<file path="src/rtl/pc_sequencer.sv">
// Fetch-stage program counter: step, stall, relative branch, absolute jump, halt/resume.
// Define PC_RAS_EN to build the return-address stack for call/ret (otherwise call == jump, ret ignored).
module pc_sequencer #(
    parameter int         WIDTH      = 7,
    parameter int         STEP       = 4,
    parameter int         RESET_ADDR = 0,
    parameter logic [6:0] HALT_OP    = 7'b0000001,
    parameter int         RAS_DEPTH  = 4
) (
    input  logic             clk,
    input  logic             rst,
    input  logic [6:0]       opcode_in,
    input  logic             stall,
    input  logic             branch_taken,
    input  logic [WIDTH-1:0] branch_offset,
    input  logic             jump_en,
    input  logic [WIDTH-1:0] jump_target,
    input  logic             call_en,
    input  logic             ret_en,
    input  logic             resume,
    output logic [WIDTH-1:0] pointer,
    output logic             halted,
    output logic             ras_err
);

    localparam logic [WIDTH-1:0] STEP_V  = WIDTH'(STEP);
    localparam logic [WIDTH-1:0] RESET_V = WIDTH'(RESET_ADDR);

    typedef enum logic {
        RUN    = 1'b0,
        HALTED = 1'b1
    } state_t;

    state_t           state_q, state_d;
    logic [WIDTH-1:0] pointer_q, pointer_d;
    logic [WIDTH-1:0] seq_next;

    assign seq_next = pointer_q + STEP_V;

`ifdef PC_RAS_EN
    localparam int SP_W  = (RAS_DEPTH > 1) ? $clog2(RAS_DEPTH) : 1;
    localparam int CNT_W = SP_W + 1;
    localparam logic [CNT_W-1:0] FULL_CNT = CNT_W'(RAS_DEPTH);

    // sp_q addresses the next free slot; when full it also addresses the oldest entry.
    logic [WIDTH-1:0] stack_q [RAS_DEPTH];
    logic [SP_W-1:0]  sp_q;
    logic [CNT_W-1:0] cnt_q;
    logic             ras_err_q, ras_err_d;
    logic             push_en, pop_en;
    logic [SP_W-1:0]  top_idx;

    assign top_idx = sp_q - SP_W'(1);
`else
    logic unused_ret;
    assign unused_ret = ret_en;
`endif

    always_comb begin
        state_d   = state_q;
        pointer_d = pointer_q;
`ifdef PC_RAS_EN
        ras_err_d = ras_err_q;
        push_en   = 1'b0;
        pop_en    = 1'b0;
`endif
        case (state_q)
            RUN: begin
                if (stall) begin
                    pointer_d = pointer_q;
                end else if (opcode_in == HALT_OP) begin
                    state_d = HALTED;
`ifdef PC_RAS_EN
                end else if (ret_en) begin
                    if (cnt_q == '0) begin
                        pointer_d = seq_next;
                        ras_err_d = 1'b1;
                    end else begin
                        pointer_d = stack_q[top_idx];
                        pop_en    = 1'b1;
                    end
                end else if (call_en) begin
                    push_en   = 1'b1;
                    pointer_d = jump_target;
                    if (cnt_q == FULL_CNT) begin
                        ras_err_d = 1'b1;
                    end
`else
                end else if (call_en) begin
                    pointer_d = jump_target;
`endif
                end else if (jump_en) begin
                    pointer_d = jump_target;
                end else if (branch_taken) begin
                    pointer_d = pointer_q + branch_offset;
                end else begin
                    pointer_d = seq_next;
                end
            end
            HALTED: begin
                // Resume skips past the HALT instruction itself.
                if (!stall && resume) begin
                    state_d   = RUN;
                    pointer_d = seq_next;
                end
            end
            default: begin
                state_d = RUN;
            end
        endcase
    end

    always_ff @(posedge clk) begin
        if (rst) begin
            state_q   <= RUN;
            pointer_q <= RESET_V;
        end else begin
            state_q   <= state_d;
            pointer_q <= pointer_d;
        end
    end

`ifdef PC_RAS_EN
    always_ff @(posedge clk) begin
        if (rst) begin
            sp_q      <= '0;
            cnt_q     <= '0;
            ras_err_q <= 1'b0;
        end else begin
            ras_err_q <= ras_err_d;
            if (push_en) begin
                sp_q <= sp_q + SP_W'(1);
                if (cnt_q != FULL_CNT) begin
                    cnt_q <= cnt_q + CNT_W'(1);
                end
            end else if (pop_en) begin
                sp_q  <= top_idx;
                cnt_q <= cnt_q - CNT_W'(1);
            end
        end
    end

    // Stack contents need no reset: the count alone defines which entries are valid.
    always_ff @(posedge clk) begin
        if (push_en && !rst) begin
            stack_q[sp_q] <= seq_next;
        end
    end

    assign ras_err = ras_err_q;
`else
    assign ras_err = 1'b0;
`endif

    assign pointer = pointer_q;
    assign halted  = (state_q == HALTED);

endmodule
</file>
<file path="config.mk">
export PLATFORM = sky130hd
export DESIGN_NAME = pc_sequencer
export DESIGN_NICKNAME = d
export VERILOG_FILES = /design/src/rtl/pc_sequencer.sv
export SDC_FILE = /design/constraint.sdc
export NUM_CORES = 1
export LEC_CHECK = 0
export CORE_MARGIN = 2
export CORE_UTILIZATION = 44
export CTS_CLUSTER_DIAMETER = 200
export DETAILED_ROUTE_END_ITERATION = 8
export GPL_TIMING_DRIVEN = 0
export PLACE_DENSITY_LB_ADDON = 0.15
export SYNTH_ARGS = -nofsm -noshare
export SYNTH_HDL_FRONTEND = slang
export SYNTH_SLANG_ARGS = --single-unit
</file>
<file path="constraint.sdc">
create_clock -name clk -period 4.6 [get_ports clk]
set_input_delay 0.92 -clock clk [delete_from_list [all_inputs] [get_ports clk]]
set_output_delay 0.92 -clock clk [all_outputs]
set_load 0.02 [all_outputs]
</file>
==> summary.md <==
| Metric | Value |
|---|---|
| Layout Cells excl Fill | 161 |
| Syn_nets | 136 |
| Main flop type after synthesis | dfxtp_1 |
| Core area | 1745 sq um |
| Die width | 47.32 um |
| Area Overhead vs Synth | 47.73% |
| # DRC | 0 |
| Largest net degree at the start of global routing | 11 |
| Number of synthesized flops with an enable pin | 0 |
| Critical Path Source Type | input pin |
| Number of port buffers | 34 |
| DIE AREA | 2239 sq um |
| Data arrival, critical path | 2840 ps |
| Dpl ws | 1675 ps |
| Setup violations, final | 0 |
| CTS Buffer Depth | 2 |
| Vias per cell | 5.429 |
| Die Ht | 47.32 um |
| Max-cap viol count | 0 |
| CTS tree | built |
| Ys Warns | 0 |
| Min Tclk post-route | 2669 ps |
| RR Startpoint | pointer[0]$_SDFFE_PP0P_ |
| First-pass GRT wire length | 3401 um |
| Clk root buf | clkbuf_4 |
| WP data required | 4770 ps |
| Setup tns final | 0 ps |
| Yosys top cell by area | dfxtp_1 |
| Syn Inst Count | 99 |
| Ratio of cells with drive above 1 in the final layout | 10.29% |
| Final ANT Viol Nets | 0 |
| Post-route setup slack | 1931 ps |
| Slew HR | 66.00% |
| Leakage | 0.4659 nW |
| Yosys top cell area share | 19.39% |
| GR Overflow Total | 0 |
| Total I/O pin count | 38 |
| Min-Delay Path Class | reg -> reg |
| Most frequent cells in the layout | clkdlybuf4s50_1, a21oi_1, dfxtp_1 |
| Initial Util | 47.31% |
| Vias in the first global route | 819 |
| Worst Clk Skew | 1.762 ps |
| Rows | 15 |
| Post-CTS Hold Buffers | 0 |
| Routed Wire Length | 2214 um |
| Synth Cell Area | 825.8 sq um |
| DRT Pass-1 Iters | 4 |
| Vias | 874 |
| Worst Tran Pin Value | 510.0 ps |
| Cts bufs inserted | 3 |
| RSZ-0062 raised after global routing | no |
| Leading cell type in the layout, fill and taps excluded | clkdlybuf4s50_1 |
| Final layout net count | 175 |
| Routed WL per cell | 13.75 um |
| GPL Wtd Cong | 0.7807 |
| Final Hold Viols | 0 |
| Hold path start | pointer[0]$_SDFFE_PP0P_ |
| CP Max Fanout | 2 |
| Fraction of registers with async set/reset | 0% |
| Placed Cells | 158 |
| Register area share after synthesis | 19.39% |
| Ant. Diodes | 0 |
| Clock transition at the registers of the reported paths | 60 ps |
| Period utilization | 58.02% |
| PwrDens | 196.1 nW/um^2 |
| Syn_area_per_cell | 8.341 sq um |
| Flops & latches, synth | 8 |
| Post-cts resize count | 0 |
| Initial antenna violation count | 0 |
| DPL Wire Length | 1798 um |
| # clock sinks | 8 |
| Clk Latency, worst-skew pair | 260 ps |
| Launch point of the worst path | branch_offset[0] |
| Pins over their slew limit | 0 |
| Worst VDD drop | 0.1230 mV |
| Drt initial violations | 4 |
| Fmax | 374.7 MHz |
| Status | finished, final reports clean |
| GRT Resource Usage Total | 21.63% |
| Critical Path Sink Type | register |
| Number of setup buffers added after CTS | 0 |
| Synth cell types | 42 |
| Top cells by area, synth | dfxtp_1, ha_1, a21oi_1, a211oi_1, nand3_1 |
| CTS H-tree lvls | 1 |
| Worst Path Class, Setup | in -> reg |
[flip-flops by register name, summed over array words and instances (netlist names)]
signal / cells
pointer: 7
halted: 1
[synthesized netlist by cell type, types with 2 or more instances]
cell       n
nand3_1    6
a311oi_1   2
o221ai_1   2
o22ai_1    2
nand3b_1   2
nand2b_1   3
o21ai_0    2
nor2_1     6
xnor2_1    3
nand2_1    5
ha_1       7
inv_1      6
a211oi_1   5
dfxtp_1    8
xor2_1     3
a21oi_1   10
nor3b_1    2
[per-layer routing]
metal	wire length, um	up-vias	GRT usage (%)
met1	945	394	23.91
met4	15	0	3.333
met3	152	2	7.692
li1	-	446	-
met2	1101	32	40.00
met5	0	-	0
[where the power goes]
group | switching, W | internal (W) | total, W
Sequential | 0.00000717 | 0.0000744 | 0.0000816
Clock | 0.0000256 | 0.0000300 | 0.0000556
Combinational | 0.0000467 | 0.0000554 | 0.000102
[logic make-up after synthesis]
kind of cell             share of synthesized area [%]
other                                           0.4541
adder cells (fa/ha/maj)                          13.03
flip-flops                                       19.39
AO/OA/AOI/OAI                                    28.03
AND/OR/NAND/NOR                                  25.45
XOR/XNOR                                         6.365
buffers and inverters                            6.060
multiplexers                                     1.212
[critical path, cell delays in order]
cell and delay, ps:
clkdlybuf4s50_1 460, ha_1 180, inv_1 60, fa_1 400, nor2b_1 180, o22ai_1 130
xnor2_1 160, o221ai_1 140, a211oi_1 220
[path summary, 6_finish.rpt]
check / end / slack (ps) / cells after the start
min reg2reg: pointer[0]$_SDFFE_PP0P_ / 530 / 2
max: pointer[4]$_SDFFE_PP0P_ / 1930 / 9
max reg2reg: pointer[4]$_SDFFE_PP0P_ / 2680 / 8
min: pointer[0]$_SDFFE_PP0P_ / 530 / 2
[per-stage QoR]
step                      utilization, %  total power, W  area, sq um  hold WS (ps)
after detailed placement           68.60       0.0001848         1197         525.9
after floorplan                        -       0.0001390        825.8         582.5
final                              69.89       0.0002392         1220         525.8
after global placement             68.60       0.0001819         1197         506.2
after CTS                          69.89       0.0002410         1220         533.5
after global routing               69.89       0.0002551         1220         547.4
[area by class of cell]
type / instances / area (sq um)
Buffer: 4 / 27.53
Tap cell: 25 / 31.28
Multi-Input combinational cell: 81 / 615.6
Timing Repair Buffer: 34 / 340.3
Inverter: 6 / 22.52
Fill cell: 152 / 525.5
Clock buffer: 3 / 22.52
Sequential cell: 8 / 160.2
Power figures use the tool's default switching activity.
